## config.mk

```make
export PLATFORM = sky130hd
export DESIGN_NAME = calc_op_sequencer
export DESIGN_NICKNAME = d
export VERILOG_FILES = /design/src/rtl/calc_op_sequencer.sv
export SDC_FILE = /design/constraint.sdc
export NUM_CORES = 1
export LEC_CHECK = 0
export ABC_AREA = 1
export BUFFER_PORTS_ARGS = -buffer_cell sky130_fd_sc_hd__buf_2
export CORE_UTILIZATION = 45
export DETAILED_ROUTE_END_ITERATION = 7
export PLACE_DENSITY = 0.67
export SKIP_CTS_REPAIR_TIMING = 1
export SLEW_MARGIN = 20
export SYNTH_ARGS = -nofsm -noshare
export SYNTH_HDL_FRONTEND = slang
export SYNTH_SLANG_ARGS = --single-unit
export TNS_END_PERCENT = 10
```

## constraint.sdc

```tcl
create_clock -name clk -period 1.82 [get_ports clk]
set_clock_uncertainty 0.15 [all_clocks]
set_input_delay 0.364 -clock clk [delete_from_list [all_inputs] [get_ports clk]]
set_output_delay 0.364 -clock clk [all_outputs]
set_load 0.05 [all_outputs]
```

## src/rtl/calc_op_sequencer.sv

```systemverilog
// Purpose: turns each debounced enter press into exactly one ALU operation
//   (latch operands, start pulse, wait for done or timeout) and holds the result.
// Latency: alu_start rises DEBOUNCE_CYCLES+2 edges after enter is first sampled
//   high; a result is captured on the edge after alu_done.
// Backpressure: none; a press arriving while busy is dropped and flagged on overrun.
// Ports:
//   clk, ar            clock, synchronous active-high reset
//   enter              raw async button; a/b/select operands and opcode
//   alu_a/b/sel/start  latched request to the ALU; alu_done/alu_f its answer
//   res_f/res_valid    held result; timeout = last op aborted
//   busy, overrun      op in flight; one-cycle dropped-press pulse
//   op_count           completed operations, wraps at 256
module calc_op_sequencer #(
  parameter int DEBOUNCE_CYCLES = 500000,
  parameter int TIMEOUT_CYCLES  = 255
) (
  input  logic       clk,
  input  logic       ar,
  input  logic       enter,
  input  logic [3:0] a,
  input  logic [3:0] b,
  input  logic [1:0] select,
  output logic [3:0] alu_a,
  output logic [3:0] alu_b,
  output logic [1:0] alu_sel,
  output logic       alu_start,
  input  logic       alu_done,
  input  logic [7:0] alu_f,
  output logic [7:0] res_f,
  output logic       res_valid,
  output logic       busy,
  output logic       timeout,
  output logic       overrun,
  output logic [7:0] op_count
);

  localparam int DB_W = (DEBOUNCE_CYCLES > 1) ? $clog2(DEBOUNCE_CYCLES) : 1;
  localparam int TO_W = (TIMEOUT_CYCLES > 1) ? $clog2(TIMEOUT_CYCLES) : 1;
  localparam logic [DB_W-1:0] DB_LAST = DB_W'(DEBOUNCE_CYCLES - 1);
  localparam logic [TO_W-1:0] TO_LAST = TO_W'(TIMEOUT_CYCLES - 1);

  typedef enum logic [1:0] {
    ST_IDLE  = 2'd0,
    ST_ISSUE = 2'd1,
    ST_WAIT  = 2'd2
  } state_t;

  state_t          state;
  logic            sync_1;
  logic            sync_2;
  logic            deb;
  logic            deb_q;
  logic [DB_W-1:0] deb_cnt;
  logic [TO_W-1:0] wait_cnt;
  logic            press;

  // Enter conditioning: two-flop synchronizer, then the debounced level only
  // follows the synchronized level after it has disagreed for DEBOUNCE_CYCLES
  // consecutive cycles.
  always_ff @(posedge clk) begin
    if (ar) begin
      sync_1  <= 1'b0;
      sync_2  <= 1'b0;
      deb     <= 1'b0;
      deb_q   <= 1'b0;
      deb_cnt <= '0;
    end else begin
      sync_1 <= enter;
      sync_2 <= sync_1;
      deb_q  <= deb;
      if (sync_2 == deb) begin
        deb_cnt <= '0;
      end else if (deb_cnt == DB_LAST) begin
        deb     <= sync_2;
        deb_cnt <= '0;
      end else begin
        deb_cnt <= deb_cnt + 1'b1;
      end
    end
  end

  // Only rising edges of the debounced level count as presses.
  assign press   = deb & ~deb_q;
  // Flags the press in the very cycle it is dropped.
  assign overrun = press & busy;

  always_ff @(posedge clk) begin
    if (ar) begin
      state     <= ST_IDLE;
      alu_a     <= '0;
      alu_b     <= '0;
      alu_sel   <= '0;
      alu_start <= 1'b0;
      res_f     <= '0;
      res_valid <= 1'b0;
      busy      <= 1'b0;
      timeout   <= 1'b0;
      op_count  <= '0;
      wait_cnt  <= '0;
    end else begin
      case (state)
        ST_IDLE: begin
          if (press) begin
            alu_a     <= a;
            alu_b     <= b;
            alu_sel   <= select;
            res_valid <= 1'b0;
            timeout   <= 1'b0;
            wait_cnt  <= '0;
            alu_start <= 1'b1;
            busy      <= 1'b1;
            state     <= ST_ISSUE;
          end
        end
        ST_ISSUE: begin
          alu_start <= 1'b0;
          state     <= ST_WAIT;
        end
        ST_WAIT: begin
          // A done arriving on the last allowed cycle still wins over the abort.
          if (alu_done) begin
            res_f     <= alu_f;
            res_valid <= 1'b1;
            op_count  <= op_count + 8'd1;
            busy      <= 1'b0;
            state     <= ST_IDLE;
          end else if (wait_cnt == TO_LAST) begin
            timeout <= 1'b1;
            busy    <= 1'b0;
            state   <= ST_IDLE;
          end else begin
            wait_cnt <= wait_cnt + 1'b1;
          end
        end
        default: begin
          alu_start <= 1'b0;
          busy      <= 1'b0;
          state     <= ST_IDLE;
        end
      endcase
    end
  end

endmodule

```

**Word-level counts from Yosys, hierarchy flattened**

Cells that the tools add are included.

- Muxes and demuxes: 19
- Equal/unequal tests: 11
- Reductions and logical operators: 12
- $add $sub $neg: 3
- Bitwise logic cells: 6

Operators by type and width:

| cell | number |
|---|---|
| $mux W8 | 3 |
| $add A19 B1 Y19 const B | 1 |
| $eq A19 B19 Y1 const B | 1 |
| $add A8 B1 Y8 const B | 2 |
| $pmux W8 S2 | 1 |
| $ne A2 B2 Y1 const B | 5 |
| $reduce_and A2 Y1 | 5 |
| $eq A8 B8 Y1 const B | 1 |
| $reduce_and A4 Y1 | 2 |
| $mux W1 | 7 |
| $mux W2 | 3 |
| $pmux W1 S2 | 3 |
| $pmux W2 S3 | 1 |
| $reduce_and A3 Y1 | 2 |
| $not A1 Y1 | 4 |
| $ne A3 B3 Y1 const B | 1 |
| $pmux W1 S3 | 1 |
| $reduce_or A3 Y1 | 1 |
| $and A1 B1 Y1 | 2 |
| $eq A2 B1 Y1 const B | 1 |
| $eq A2 B2 Y1 const B | 1 |
| $logic_not A2 Y1 | 1 |
| $reduce_bool A2 Y1 | 1 |
| $eq A1 B1 Y1 | 1 |

- Word-level logic and storage cells: 67
- Output and inout bits: 31
- Input bits: 22
- Flip-flop bits (word level): 63

**Longest topological paths before layout**

- Depth after elaboration: 4
- Gate-level depth with buffers: 11
- Gate-level depth less buffers: 10

**Least setup slack after synthesis**

No wires, ideal clock.

- Kind: register to output
- Start: register busy
- End: output overrun
- Path slack: -0.073 ns
- Path buffers: 0
- Arrival: 1.379 ns
- Data required time: 1.306 ns
- Cell stages (with the launch flop): 3
- Cell sequence: dfxtp_1 -> inv_1 -> nor2_1

- Cells in the longest elaborated chain, start to end: 1

RTL lines:

| element | line | text |
|---|---|---|
| from (decl) | 31 | `output logic busy,` |
| from (signal assigned) | 96 | `busy <= 1'b0;` |
| from (signal assigned) | 111 | `busy <= 1'b1;` |
| from (signal assigned) | 125 | `busy <= 1'b0;` |
| $and A1 B1 Y1 | 85 | `assign overrun = press & busy;` |
| to (decl) | 33 | `output logic overrun,` |

Every way passes these cells.

**Worst setup path after layout**

- Start: register deb
- End: output overrun

- Cells in the longest elaborated chain, start to end: 2

RTL lines:

| element | line | text |
|---|---|---|
| from (decl) | 51 | `logic deb;` |
| from (signal assigned) | 74 | `deb <= sync_2;` |
| $and A1 B1 Y1 | 83 | `assign press = deb & ~deb_q;` |
| $and A1 B1 Y1 | 85 |  |

Every way passes these cells.

==> run_results.csv <==
group,metric,value,unit
die,initial_core_util,0.471,
synthesis,synth_compound_area_frac,0.116,
synthesis,synthAdderAreaFrac,0.0177,
placed_design,hpwlAfterDp,4130,um
hold_path,hold_class,"input port to flop",
grt,grt_max_degree,23,
setup_path,critPathRequiredTime,1.31,ns
cells_and_area,final_nets,472,
route,dr.pass1.iters,4,
cells_and_area,final_common_cell,"nand2_1",
sta,tightestPinTransition,0.356,ns
grt,antenna_found_initial,0,
placed_design,portBuffers,52,
setup_path,startpoint,"deb",
power,leakage,1.35,nW
clocking,cts_sinks,63,
clocking,clock-root-buffer,"clkbuf_8",
cells_and_area,area_growth,21.3,%
clocking,htree_levels,3,
clocking,clk_pin_slew_worst_paths,0.08,ns
synthesis,ys_warn_count,0,
power,ir_worst_vdd,461,uV
grt,grt_pass1_vias,2321,
route,vias_per_cell,4.84,
synthesis,synthMuxAreaShare,0,
sta,rsz0062_at_grt,"no",
placed_design,routabilityCongestion,0.846,
route,routed_wl,5730,um
route,wl_per_cell,10.9,um
setup_path,critPathArrivalTime,1.18,ns
synthesis,synth_cell_types,31,
synthesis,synth_top_family_by_area,"simple AND/OR/NAND/NOR gates",
clocking,cts.path.max_buffers,2,
sta,period_share,0.929,
clocking,cts_tree,"built",
sta,max_clock_freq,0.591,GHz
die,design.core.area,5990,sq um
setup_path,critPathCaptureType,"output pin",
cells_and_area,seqCellArea,1260,sq um
synthesis,syn_avg_cell_area,7.29,sq um
setup_path,r2r-start,"deb_cnt[0]",
die,die_area,6590,sq um
hold_path,worstHoldStart,"enter",
cells_and_area,final_cell_mix,"99 x nand2_1, 62 x dfxtp_1, 52 x nor2_1",
sta,slew_viol_final,0,
synthesis,ys_seq_area_frac,0.447,
run,drv_cap,0,
synthesis,netlist_area,2820,sq um
synthesis,synth-xor-area-share,0.0186,
grt,grt_usage,0.195,
setup_path,crit_fanout,3,
sta,setup_viol,0,
sta,slew-limit-headroom,0.762,
synthesis,synthCells,387,
grt,globalRoute.totalOverflow,0,
synthesis,synth_simple_gate_area_share,0.324,
cells_and_area,fin_util,0.572,
power,p_per_area,862,nW/um^2
setup_path,critPathLaunchType,"flop",
die,fp.dieH,81.2,um
cells_and_area,drive_gt1_frac,0.220,
synthesis,synth_nets,413,
cells_and_area,multi_input_comb_area,1350,sq um
cells_and_area,n_fill_cell,569,
sta,hold_viol,0,
route,drtIter0Drc,72,
sta,final.min_clock_period,1.69,ns
setup_path,crit_type,"flop to output pin",
die,die_w,81.2,um
route,drc,0,
grt,grt_pass1_wl,9890,um
route,dr_total_vias,2548,
route,antenna_left,0,
sta,hold_slack,0.0752,ns
clocking,cts_buffers,9,
cells_and_area,num_antenna_cells,0,
synthesis,synth_seq_cells,63,
die,num_rows,28,
die,ios,53,
clocking,clock_latency,0.34,ns
run_status,status,"finished, final reports clean",
## metrics by stage
stage	instances	area (sq um)	setup TNS (ns)	total power, W	setup slack [ns]
5_1_grt	526	3420	0	0.00306	0.0205
2_1_floorplan	387	2830	0	0.00144	0.122
3_5_place_dp	510	3160	0	0.00147	0.179
4_1_cts	526	3410	-0.0442	0.00299	-0.0442
6_report	526	3420	0	0.00295	0.129
3_3_place_gp	510	3160	0	0.00147	0.238
## critical path, stage by stage, from the launching register on
cell	delay (ns)
dfxtp_2	0.34
inv_2	0.05
nor2_4	0.10
inv_1	0.09
nor2_2	0.09
buf_6	0.16
## final timing paths
| check | cells past startpoint | to | slack, ns |
|---|---|---|---|
| hold / removal | 3 | sync_1 | 0.08 |
| setup / recovery | 5 | overrun | 0.13 |
| setup reg to reg | 6 | deb_cnt[12] | 0.20 |
| hold reg to reg | 2 | sync_2 | 0.28 |
## area by class of cell
class,instances,area share
multi-input cells,272,0.394
inverters,43,0.0471
clock buffers,10,0.0402
flip-flops and latches,63,0.369
clock inverters,6,0.0336
well taps,75,0.0274
repair buffers,57,0.0888
## cell usage after synthesis, drive strengths merged
master | n | share of area
a21oi | 32 | 0.057
a22o | 10 | 0.031
a31oi | 1 | 0.0022
buf | 7 | 0.018
clkbuf | 2 | 0.0027
dfxtp | 63 | 0.45
ha | 4 | 0.018
inv | 43 | 0.057
nand2 | 107 | 0.15
nand3 | 25 | 0.046
nand4 | 7 | 0.016
nor2 | 60 | 0.090
nor3 | 4 | 0.011
nor3b | 1 | 0.0027
o211ai | 1 | 0.0027
o21a | 1 | 0.0027
o21ai | 10 | 0.018
o21bai | 1 | 0.0027
or2 | 2 | 0.0044
xnor2 | 3 | 0.0093
xor2 | 3 | 0.0093
## sequential cells by signal, summed over array words and instances, names as in the netlist
register / cells
deb_cnt: 19
op_count: 8
res_f: 8
wait_cnt: 8
alu_a: 4
alu_b: 4
alu_sel: 2
state: 2
alu_start: 1
busy: 1
deb: 1
deb_q: 1
res_valid: 1
sync_1: 1
sync_2: 1
timeout: 1
## power breakdown
| group | internal (W) | switching [W] | total (W) |
|---|---|---|---|
| Combinational | 0.0000245 | 0.0000324 | 0.0000569 |
| Clock | 0.000954 | 0.000559 | 0.00151 |
| Sequential | 0.00138 | 0.00000121 | 0.00138 |
| Total | 0.00236 | 0.000592 | 0.00295 |
## cell families (layout without fill, tap and decap cells)
group,count (synthesis),in the layout
AOI/OAI and AO/OA,56,56
adders and majority gates,4,4
DFF,63,63
buffers and inverters,52,116
and+or+nand+nor,206,206
xor gates and xnor gates,6,6
## per-layer routing
| layer | routed length (um) | vias up | GRT usage |
|---|---|---|---|
| li1 | - | 1362 | - |
| met1 | 2790 | 1124 | 0.243 |
| met2 | 2540 | 55 | 0.311 |
| met3 | 332 | 7 | 0.0719 |
| met4 | 65 | 0 | 0.0589 |
| met5 | 0 | - | 0 |
No activity file was read; power rests on OpenSTA's default activity.
